`src/rtl/spi_arb_pkg.sv`:
```
// Shared definitions for the spictrl arbiter: FSM encoding, byte width and
// requester indices. Imported by the arbiter top, its picker and its interface.
package spi_arb_pkg;

   localparam int BYTE_W = 8;

   // Requester indices; the round-robin pointer holds the last one served.
   localparam logic REQ_HOST = 1'b0;
   localparam logic REQ_BOOT = 1'b1;

   typedef enum logic [2:0] {
      ST_IDLE    = 3'd0,
      ST_GRANT   = 3'd1,
      ST_LAUNCH  = 3'd2,
      ST_XFER    = 3'd3,
      ST_DONE    = 3'd4,
      ST_RELEASE = 3'd5
   } state_t;

endpackage

```
`src/rtl/spi_arbiter_if.sv`:
```
// Bundle of requester-side and spictrl-side signals around the arbiter.
//   slave  : the arbiter (consumes locks/starts/busy, drives grants/dones/spi_*)
//   master : the environment (host requester, boot reader and spictrl)
interface spi_arbiter_if;
   import spi_arb_pkg::*;

   logic              r0_lock,   r1_lock;
   logic              r0_start,  r1_start;
   logic [BYTE_W-1:0] r0_txdata, r1_txdata;
   logic              r0_slow,   r1_slow;
   logic              r0_grant,  r1_grant;
   logic              r0_done,   r1_done;
   logic [BYTE_W-1:0] rxdata;
   logic              timeout;
   logic [BYTE_W-1:0] spi_txdata;
   logic              spi_txstart;
   logic              spi_slow;
   logic [BYTE_W-1:0] spi_rxdata;
   logic              spi_busy;
   logic              spi_cs_n;

   modport slave (
      input  r0_lock, r1_lock, r0_start, r1_start, r0_txdata, r1_txdata,
             r0_slow, r1_slow, spi_rxdata, spi_busy,
      output r0_grant, r1_grant, r0_done, r1_done, rxdata, timeout,
             spi_txdata, spi_txstart, spi_slow, spi_cs_n
   );

   modport master (
      output r0_lock, r1_lock, r0_start, r1_start, r0_txdata, r1_txdata,
             r0_slow, r1_slow, spi_rxdata, spi_busy,
      input  r0_grant, r1_grant, r0_done, r1_done, rxdata, timeout,
             spi_txdata, spi_txstart, spi_slow, spi_cs_n
   );

endinterface

```
`src/rtl/spi_arb_rr.sv`:
```
// Two-way round-robin picker.
//   eligible : lock requests that may be granted (bit 0 = host, bit 1 = boot)
//   ptr      : requester served last
//   grant    : one-hot winner, zero when nothing is eligible
//   ptr_next : pointer value to store if the grant is taken
module spi_arb_rr
   import spi_arb_pkg::*;
(
   input  logic [1:0] eligible,
   input  logic       ptr,
   output logic [1:0] grant,
   output logic       ptr_next
);

   // On a tie the requester not served last wins.
   always_comb begin
      grant    = 2'b00;
      ptr_next = ptr;
      if (eligible[0] && (!eligible[1] || ptr == REQ_BOOT)) begin
         grant    = 2'b01;
         ptr_next = REQ_HOST;
      end else if (eligible[1]) begin
         grant    = 2'b10;
         ptr_next = REQ_BOOT;
      end
   end

endmodule

```
`src/rtl/spi_arbiter.sv`:
```
// Shares one spictrl byte engine between the host register interface (r0)
// and the boot/flash reader (r1). The owner holds chip select for a
// multi-byte transaction and issues one byte per start.
//   clk  : system clock
//   rst  : asynchronous active-low reset
//   bus  : requester handshakes, shared rxdata/timeout, spictrl connection
//
// state   | meaning
// IDLE    | bus free, cs high, picking next owner
// GRANT   | owner holds cs, waiting for start / lock drop / idle timeout
// LAUNCH  | single cycle of spi_txstart
// XFER    | spictrl busy with the byte
// DONE    | capture rxdata, pulse owner's done
// RELEASE | cs high guard before the next owner
module spi_arbiter #(
   parameter int LOCK_TIMEOUT = 4095,
   parameter int CS_GUARD     = 2
) (
   input logic          clk,
   input logic          rst,
   spi_arbiter_if.slave bus
);
   import spi_arb_pkg::*;

   localparam int IDLE_W  = (LOCK_TIMEOUT < 1) ? 1 : $clog2(LOCK_TIMEOUT + 1);
   localparam int GUARD_W = (CS_GUARD < 1) ? 1 : $clog2(CS_GUARD + 1);
   localparam logic [IDLE_W-1:0]  IDLE_TC    = IDLE_W'(LOCK_TIMEOUT - 1);
   localparam logic [GUARD_W-1:0] GUARD_LOAD = GUARD_W'((CS_GUARD > 0) ? CS_GUARD - 1 : 0);

   state_t            state, state_nx;
   logic              owner, ptr, rr_ptr;
   logic [1:0]        lock, inelig, eligible, rr_grant;
   logic              owner_lock, owner_start, owner_slow;
   logic [BYTE_W-1:0] owner_txdata;
   logic              take_start, fire_timeout;
   logic [IDLE_W-1:0] idle_cnt;
   logic [GUARD_W-1:0] guard_cnt;
   logic [1:0]        grant_q, done_q;
   logic [BYTE_W-1:0] rxdata_q, txdata_q;
   logic              txstart_q, slow_q, timeout_q, cs_n_q;

   assign lock         = {bus.r1_lock, bus.r0_lock};
   assign eligible     = lock & ~inelig;
   assign owner_lock   = owner ? bus.r1_lock   : bus.r0_lock;
   assign owner_start  = owner ? bus.r1_start  : bus.r0_start;
   assign owner_slow   = owner ? bus.r1_slow   : bus.r0_slow;
   assign owner_txdata = owner ? bus.r1_txdata : bus.r0_txdata;

   spi_arb_rr u_rr (
      .eligible (eligible),
      .ptr      (ptr),
      .grant    (rr_grant),
      .ptr_next (rr_ptr)
   );

   always_ff @(posedge clk or negedge rst) begin
      if (!rst) state <= ST_IDLE;
      else      state <= state_nx;
   end

   // Starts are only looked at in GRANT and only from the owner, so a
   // foreign or early start has no effect at all.
   always_comb begin
      state_nx     = state;
      take_start   = 1'b0;
      fire_timeout = 1'b0;
      case (state)
         ST_IDLE:    if (|rr_grant) state_nx = ST_GRANT;
         ST_GRANT: begin
            if (owner_start) begin
               take_start = 1'b1;
               state_nx   = ST_LAUNCH;
            end else if (!owner_lock) begin
               state_nx = ST_RELEASE;
            end else if (idle_cnt == IDLE_TC) begin
               fire_timeout = 1'b1;
               state_nx     = ST_RELEASE;
            end
         end
         ST_LAUNCH:  state_nx = ST_XFER;
         ST_XFER:    if (!bus.spi_busy) state_nx = ST_DONE;
         ST_DONE:    state_nx = owner_lock ? ST_GRANT : ST_RELEASE;
         ST_RELEASE: if (guard_cnt == '0) state_nx = ST_IDLE;
         default:    state_nx = ST_IDLE;
      endcase
   end

   always_ff @(posedge clk or negedge rst) begin
      if (!rst) begin
         owner     <= REQ_HOST;
         ptr       <= REQ_BOOT;
         inelig    <= 2'b00;
         grant_q   <= 2'b00;
         done_q    <= 2'b00;
         rxdata_q  <= '0;
         txdata_q  <= '0;
         txstart_q <= 1'b0;
         slow_q    <= 1'b0;
         timeout_q <= 1'b0;
         cs_n_q    <= 1'b1;
         idle_cnt  <= '0;
         guard_cnt <= GUARD_LOAD;
      end else begin
         done_q    <= 2'b00;
         txstart_q <= take_start;
         timeout_q <= fire_timeout;
         // A timed-out requester stays blocked until its lock is seen low.
         inelig <= inelig & lock;
         if (fire_timeout) inelig[owner] <= 1'b1;
         if (state == ST_IDLE && |rr_grant) begin
            owner   <= rr_grant[1];
            ptr     <= rr_ptr;
            grant_q <= rr_grant;
            cs_n_q  <= 1'b0;
         end
         if (state_nx == ST_RELEASE && state != ST_RELEASE) begin
            grant_q <= 2'b00;
            cs_n_q  <= 1'b1;
         end
         if (take_start) begin
            txdata_q <= owner_txdata;
            slow_q   <= owner_slow;
         end
         if (state == ST_DONE) begin
            done_q[owner] <= 1'b1;
            rxdata_q      <= bus.spi_rxdata;
         end
         // Zero outside GRANT, so entry to GRANT always starts from zero.
         idle_cnt  <= (state == ST_GRANT && !take_start) ? idle_cnt + 1'b1 : '0;
         guard_cnt <= (state != ST_RELEASE) ? GUARD_LOAD :
                      (guard_cnt != '0) ? guard_cnt - 1'b1 : guard_cnt;
      end
   end

   assign bus.r0_grant    = grant_q[0];
   assign bus.r1_grant    = grant_q[1];
   assign bus.r0_done     = done_q[0];
   assign bus.r1_done     = done_q[1];
   assign bus.rxdata      = rxdata_q;
   assign bus.timeout     = timeout_q;
   assign bus.spi_txdata  = txdata_q;
   assign bus.spi_txstart = txstart_q;
   assign bus.spi_slow    = slow_q;
   assign bus.spi_cs_n    = cs_n_q;

endmodule
```
`src/flat_wrapper.sv`:
```
// flat-port wrapper written by rule: the top's interface ports become plain ports
module spi_arbiter_flat import spi_arb_pkg::*;
#(
   parameter int LOCK_TIMEOUT = 4095,
   parameter int CS_GUARD     = 2
)
  (clk, rst, bus_r0_lock, bus_r1_lock, bus_r0_start, bus_r1_start, bus_r0_txdata, bus_r1_txdata, bus_r0_slow, bus_r1_slow, bus_spi_rxdata, bus_spi_busy, bus_r0_grant, bus_r1_grant, bus_r0_done, bus_r1_done, bus_rxdata, bus_timeout, bus_spi_txdata, bus_spi_txstart, bus_spi_slow, bus_spi_cs_n);
  spi_arbiter_if bus_i ();
  input logic clk;
  input logic rst;
  input wire logic [$bits(bus_i.r0_lock)-1:0] bus_r0_lock;
  input wire logic [$bits(bus_i.r1_lock)-1:0] bus_r1_lock;
  input wire logic [$bits(bus_i.r0_start)-1:0] bus_r0_start;
  input wire logic [$bits(bus_i.r1_start)-1:0] bus_r1_start;
  input wire logic [$bits(bus_i.r0_txdata)-1:0] bus_r0_txdata;
  input wire logic [$bits(bus_i.r1_txdata)-1:0] bus_r1_txdata;
  input wire logic [$bits(bus_i.r0_slow)-1:0] bus_r0_slow;
  input wire logic [$bits(bus_i.r1_slow)-1:0] bus_r1_slow;
  input wire logic [$bits(bus_i.spi_rxdata)-1:0] bus_spi_rxdata;
  input wire logic [$bits(bus_i.spi_busy)-1:0] bus_spi_busy;
  output wire logic [$bits(bus_i.r0_grant)-1:0] bus_r0_grant;
  output wire logic [$bits(bus_i.r1_grant)-1:0] bus_r1_grant;
  output wire logic [$bits(bus_i.r0_done)-1:0] bus_r0_done;
  output wire logic [$bits(bus_i.r1_done)-1:0] bus_r1_done;
  output wire logic [$bits(bus_i.rxdata)-1:0] bus_rxdata;
  output wire logic [$bits(bus_i.timeout)-1:0] bus_timeout;
  output wire logic [$bits(bus_i.spi_txdata)-1:0] bus_spi_txdata;
  output wire logic [$bits(bus_i.spi_txstart)-1:0] bus_spi_txstart;
  output wire logic [$bits(bus_i.spi_slow)-1:0] bus_spi_slow;
  output wire logic [$bits(bus_i.spi_cs_n)-1:0] bus_spi_cs_n;
  assign bus_i.r0_lock = bus_r0_lock;
  assign bus_i.r1_lock = bus_r1_lock;
  assign bus_i.r0_start = bus_r0_start;
  assign bus_i.r1_start = bus_r1_start;
  assign bus_i.r0_txdata = bus_r0_txdata;
  assign bus_i.r1_txdata = bus_r1_txdata;
  assign bus_i.r0_slow = bus_r0_slow;
  assign bus_i.r1_slow = bus_r1_slow;
  assign bus_i.spi_rxdata = bus_spi_rxdata;
  assign bus_i.spi_busy = bus_spi_busy;
  assign bus_r0_grant = bus_i.r0_grant;
  assign bus_r1_grant = bus_i.r1_grant;
  assign bus_r0_done = bus_i.r0_done;
  assign bus_r1_done = bus_i.r1_done;
  assign bus_rxdata = bus_i.rxdata;
  assign bus_timeout = bus_i.timeout;
  assign bus_spi_txdata = bus_i.spi_txdata;
  assign bus_spi_txstart = bus_i.spi_txstart;
  assign bus_spi_slow = bus_i.spi_slow;
  assign bus_spi_cs_n = bus_i.spi_cs_n;
  spi_arbiter #(.LOCK_TIMEOUT(LOCK_TIMEOUT), .CS_GUARD(CS_GUARD)) u_core (.clk(clk), .rst(rst), .bus(bus_i));
endmodule
```
`config.mk`:
```
export PLATFORM = sky130hd
export DESIGN_NAME = spi_arbiter_flat
export DESIGN_NICKNAME = d
export VERILOG_FILES = /design/src/rtl/spi_arb_pkg.sv /design/src/rtl/spi_arbiter_if.sv /design/src/rtl/spi_arb_rr.sv /design/src/rtl/spi_arbiter.sv /design/src/flat_wrapper.sv
export SDC_FILE = /design/constraint.sdc
export NUM_CORES = 1
export LEC_CHECK = 0
export BUFFER_PORTS_ARGS = -buffer_cell sky130_fd_sc_hd__buf_2
export CAP_MARGIN = 20
export CORE_ASPECT_RATIO = 0.9
export CORE_UTILIZATION = 51
export CTS_BUF_LIST = sky130_fd_sc_hd__clkbuf_16
export CTS_CLUSTER_DIAMETER = 200
export DETAILED_ROUTE_END_ITERATION = 8
export PLACE_DENSITY_LB_ADDON = 0.2
export SLEW_MARGIN = 20
export SYNTH_ARGS = -nofsm -noshare
export SYNTH_HDL_FRONTEND = slang
export SYNTH_SLANG_ARGS = --single-unit
```
`constraint.sdc`:
```
create_clock -name clk -period 1.5 [get_ports clk]
set_input_delay 0.3 -clock clk [delete_from_list [all_inputs] [get_ports clk]]
set_output_delay 0.3 -clock clk [all_outputs]
set_load 0.05 [all_outputs]
```
==> out/results.tsv, run 1 <==
metric	value	unit
Die W	68.3	um
Area Growth Syn to Fin	28.0	%
Async SR Flop Fraction	100	%
Required @ worst endpoint	1.65	ns
Synth area leaders	dfrtp_1 52%, mux2i_1 5.5%, mux2_2 4.5%	
Max VDD drop	1.66	mV
share of layout cells above drive strength 1	36.5	%
crit path cell chain	inv_1 > ha_1 > and3_4 > nand4_4 > a22oi_2 > nor3_1	
Fillers	295	
Critical Path Sink Type	flop	
Hold WC Path Type	in -> reg	
EDFF count, synth	0	
DRT Pass-1 Iters	4	
first-pass GRT wire length	6060	um
Setup violations, final	0	
Routed WL	3910	um
All-Layer GR Usage	20.2	%
clock-pin slew on the worst setup and hold paths	0.06	ns
largest stage delay on the critical path	0.38	ns
mapped cell area	2020	sq um
Num CTS Buffers	5	
core region area	3760	sq um
DR DRC count	0	
status	complete, no violations	
largest net degree at the start of global routing	21	
Nets	287	
Max Cap Violations	0	
CP Launch Type	flop	
WHS	0.247	ns
wl on met1	1740	um
Max Freq	712	MHz
static leakage	0.00132	uW
routed length on met2	1920	um
syn avg cell area	11.0	sq um
yosys warns	0	
Tcrit/Tclk final	93.7	%
placed cell count	288	
clk_skew	0.00306	ns
cell family with most CP delay	simple AND/OR/NAND/NOR gates	
ANT cells	0	
gr ovfl total	0	
Slew Viols, Final	0	
num rows	21	
Unique masters post-synth	30	
Clock Root Buffer	clkbuf_16	
routed vias/inst	5.15	
port bufs	56	
met3 wire length	198	um
Pwr per Cell Area	2070	nW/um^2
final core utilization	68.8	%
CP Max Fanout	4	
Post-Layout Cell Count	298	
setup TNS	0	ns
GP Congestion	0.791	
total power	5360	uW
unrepaired setup endpoints after global routing	no	
post-synth top area cell	dfrtp_1	
vias	1535	
Worst-Margin Slew	0.362	ns
share of the synthesized area in the top cell type	52.0	%
DRT iter0 DRCs	63	
Initial Utilization	53.7	%
final critical-path required period	1.41	ns
per-cell routed wire length	13.1	um
vias in the first global route	1417	
TritonCTS clock tree	yes	
Max H-tree Level	2	
Top Metal Used	met4	
Crit Path Category	reg -> reg	
post-route ant nets	0	
DP HPWL	2840	um
commonest cells in the netlist	42 x dfrtp_1, 20 x nand2_1, 14 x nor2_1	
syn_nets	219	
Die H	61.7	um
Syn Inst Count	183	
top_reg_cell synth	dfrtp_1	
relative slew slack	75.8	%
FF+latch count, synth	45	
highest-delay cell along the critical path	dfrtp_1	
Final Hold Fails	0	
Buf/Inv on CP	1	
initial antenna violation count	0	
Die ar.	4220	sq um
clock latency at the later pin of the worst-skew pair	0.28	ns
Top Ports	57	
clock sinks	45	
Clock Path Buffers	2	
sequential-to-total area share from yosys stat	55.9	%
crit path DAT	1.56	ns
most common cell in the netlist	dfrtp_1	
==> where the power goes <==
part / switching (uW) / total, uW / leakage, uW / internal (uW)
sequential: 233 / 1840 / 0.000578 / 1610
clock: 413 / 1010 / 0.0000687 / 601
combinational: 1710 / 2500 / 0.000676 / 793
total: 2360 / 5360 / 0.00132 / 3000
==> worst paths after layout <==
kind | from | endpoint | slack, ns | depth (start not counted)
setup reg to reg | u_core.idle_cnt[0] | u_core.grant_q[0] | 0.09 | 6
hold reg to reg | u_core.bus.spi_txdata[2] | u_core.bus.spi_txdata[2] | 0.48 | 2
hold / removal | bus_spi_rxdata[1] | u_core.bus.rxdata[1] | 0.25 | 2
setup / recovery | u_core.idle_cnt[0] | u_core.grant_q[0] | 0.09 | 6
max in group asynchronous | rst | u_core.bus.spi_txdata[3] | 0.54 | 3
min in group asynchronous | rst | u_core.bus.rxdata[1] | 0.43 | 2
==> logic make-up (layout without fill, tap and decap cells) <==
logic type,Yosys count,in the layout,synth area share (%)
mux,19,19,9.91
fa+ha+maj,3,3,1.86
xor+xnor,11,11,4.77
flops,45,45,55.9
buf+inv,15,84,3.28
compound gates,24,24,7.00
simple gates,66,66,17.2
==> per-stage QoR <==
step | instance area (sq um) | setup WS [ns]
floorplan | 2020 | 0.207
global placement | 2410 | 0.137
detailed placement | 2410 | 0.0620
CTS | 2560 | 0.0492
global route | 2580 | 0.00602
finish | 2580 | 0.0945
==> cells in the final DEF (no fill, tap or decap), types with 2 or more instances in the layout <==
cell type / instances
buf_4: 11
a21oi_1: 4
a21o_1: 3
o21a_1: 2
dfstp_2: 3
nor2_1: 14
mux2_2: 8
nand4_1: 5
and4_1: 2
xor2_1: 10
mux2i_1: 10
nor2b_1: 4
buf_2: 56
inv_1: 7
clkinv_1: 2
and2_1: 2
nand3_1: 4
dfrtp_1: 42
nor3_1: 6
and3_1: 2
o21ai_0: 13
ha_1: 3
clkbuf_16: 5
nand2_1: 20
==> per-layer routing <==
layer	vias to the layer above	track usage [%]
li1	758	-
met1	731	23.4
met2	40	35.7
met3	6	5.11
met4	0	8.93
met5	-	0
==> area by class of cell <==
class | count | area, sq um | share of cell area (%)
clock buffers | 5 | 125 | 4.84
clock inverters | 3 | 12.5 | 0.484
inverters | 7 | 26.3 | 1.02
multi-input cells | 123 | 841 | 32.5
flip-flops and latches | 45 | 1130 | 43.7
well taps | 46 | 57.6 | 2.23
repair buffers | 69 | 393 | 15.2
==> flip-flops by register name, summed over array words and instances (netlist names), 2 cells and up <==
name	count
u_core.bus.rxdata	8
u_core.inelig	2
u_core.state	3
u_core.done_q	2
u_core.guard_cnt	2
u_core.bus.spi_txdata	8
u_core.grant_q	2
u_core.idle_cnt	12
==> repair_timing <==
action / 4_1_cts / 5_1_grt
endpoints found under the setup margin: 0 / 1
hold buffers: 1 / 0
gates resized for setup: 0 / 3
endpoints found under the hold margin: 7 / 0
setup buffers: 0 / 1
No activity file was read; power rests on OpenSTA's default activity.
==> run 2: changes to the inputs <==
Settings changed: BUFFER_PORTS_ARGS -buffer_cell sky130_fd_sc_hd__buf_2 to unset, CORE_UTILIZATION 51 to 59, DONT_BUFFER_PORTS set to 1.
==> run 2 against run 1 <==
Against the previous run: critical path depth is the same; non-clock buffer count shrank 58; first-iteration DRC count grew 62%; routed wire length shrank 2.4%; worst hold slack lost 0.10 ns; largest power group is now sequential cells; clock-buffer cell count is the same; maximum frequency shrank 0.22%; register-to-register slack is essentially flat; critical endpoint is now u_core.grant_q[1]; combinational power shrank 54%; utilization grew 4.0 points.
==> out/results.tsv, run 2 (synthesized netlist as in run 1, its figures left out) <==
metric	value	unit
status	complete, no violations	
DRT Pass-1 Iters	4	
Initial Utilization	63.9	%
hold path start	bus_r0_lock	
Critical Path Sink Type	flop	
vias	1345	
Slew Viols, Final	0	
crit path DAT	1.57	ns
Die H	57.5	um
first-pass GRT wire length	6470	um
largest stage delay on the critical path	0.39	ns
CP Launch Type	flop	
TritonCTS clock tree	yes	
routed vias/inst	5.70	
initial antenna violation count	0	
commonest non-fill, non-tap cell in the layout	dfrtp_1	
Setup WS pre-CTS	0.101	ns
CP Max Fanout	4	
Crit Path Category	reg -> reg	
R2R depth	6	
slack of the critical path	0.0914	ns
final core utilization	72.8	%
most frequent cells in the layout	42 x dfrtp_1, 20 x nand2_1, 14 x nor2_1	
Max VDD drop	1.48	mV
Die W	63.7	um
Hold Path End	u_core.inelig[0]	
Tcrit/Tclk final	93.9	%
clk_skew	0.0101	ns
Worst-Margin Slew	0.482	ns
DP HPWL	2780	um
largest net degree at the start of global routing	46	
relative slew slack	67.9	%
Top Ports	57	
clock sinks	45	
Num CTS Buffers	5	
Max Cap Violations	0	
clock-pin slew on the worst setup and hold paths	0.06	ns
Clock Root Buffer	clkbuf_16	
Die ar.	3660	sq um
Max H-tree Level	2	
Critical R2R Launch	u_core.idle_cnt[0]	
Hold WC Path Type	in -> reg	
clock latency at the later pin of the worst-skew pair	0.28	ns
unrepaired setup endpoints after global routing	no	
highest-delay cell along the critical path	dfrtp_1	
Final Hold Fails	0	
post-route ant nets	0	
vias in the first global route	1432	
register with the most flip-flops	u_core.idle_cnt	
setup TNS	0	ns
GP Congestion	0.843	
ANT cells	0	
Max Freq	710	MHz
core region area	3160	sq um
per-cell routed wire length	16.2	um
crit path cell chain	inv_1 > ha_1 > and3_1 > nand4_2 > a22oi_2 > a21oi_1	
Required @ worst endpoint	1.66	ns
num rows	19	
DRT iter0 DRCs	102	
hold depth	1	
Setup violations, final	0	
Area Growth Syn to Fin	13.9	%
DR DRC count	0	
Nets	229	
final critical-path required period	1.41	ns
reg2reg end	u_core.grant_q[1]	
Clock Path Buffers	2	
All-Layer GR Usage	23.5	%
reg-to-reg slack, setup	0.09	ns
Pwr per Cell Area	2260	nW/um^2
share of layout cells above drive strength 1	17.5	%
gr ovfl total	0	
static leakage	0.00109	uW
max reg flops	12	
Routed WL	3810	um
port bufs	0	
## run 2: stage by stage
step | total power [uW] | instances | area [sq um] | hold slack (ns)
floorplan | 3670 | 183 | 2020 | 0.00441
global placement | 3890 | 224 | 2080 | 0.00531
detailed placement | 3960 | 224 | 2080 | 0.00523
CTS | 5180 | 234 | 2280 | 0.142
global route | 5470 | 236 | 2300 | 0.144
finish | 5190 | 236 | 2300 | 0.143
## run 2: final cells by class
cell class,instances,area [sq um]
sequential,45,1130
timing repair buffer,11,97.6
fill,231,861
multi-input combinational,123,832
clock inverter,3,37.5
tap,42,52.6
clock buffer,5,125
inverter,7,26.3
## run 2: how the worst max path moves through the flow
stage	startpoint	to	depth (start not counted)
after CTS	u_core.idle_cnt[0]	u_core.grant_q[0]	6
after global placement	u_core.idle_cnt[0]	u_core.grant_q[0]	6
after detailed placement	u_core.idle_cnt[0]	u_core.grant_q[0]	6
final	u_core.idle_cnt[0]	u_core.grant_q[1]	6
after global routing	u_core.idle_cnt[0]	u_core.grant_q[1]	6
after floorplan	u_core.state[1]	u_core.grant_q[0]	4
## run 2: timing repair
action | 4_1_cts | 5_1_grt
buffers inserted | 0 | 2
endpoints found under the setup margin | 0 | 1
endpoints found under the hold margin | 45 | 0
hold buffers | 2 | 0
resized for setup | 0 | 2
## run 2: worst max-delay path: cells and delay by family, from the launching register on
family,cells,cell delay [ns]
compound gates,2,0.41
fa+ha+maj,1,0.13
buf+inv,1,0.06
flops,1,0.39
simple gates,2,0.30
## run 2: power by group
| part | switching [uW] | total, uW | internal [uW] |
|---|---|---|---|
| sequential | 1270 | 2860 | 1590 |
| clock | 416 | 1190 | 773 |
| combinational | 615 | 1150 | 532 |
## run 2: metal layers
metal / part of all wire, % / global-route usage, % / routed length [um]
met3: 6.4 / 8.60 / 245
met4: 0 / 6.82 / 0
met5: 0 / 0 / 0
met1: 41 / 28.3 / 1550
met2: 53 / 39.8 / 2010
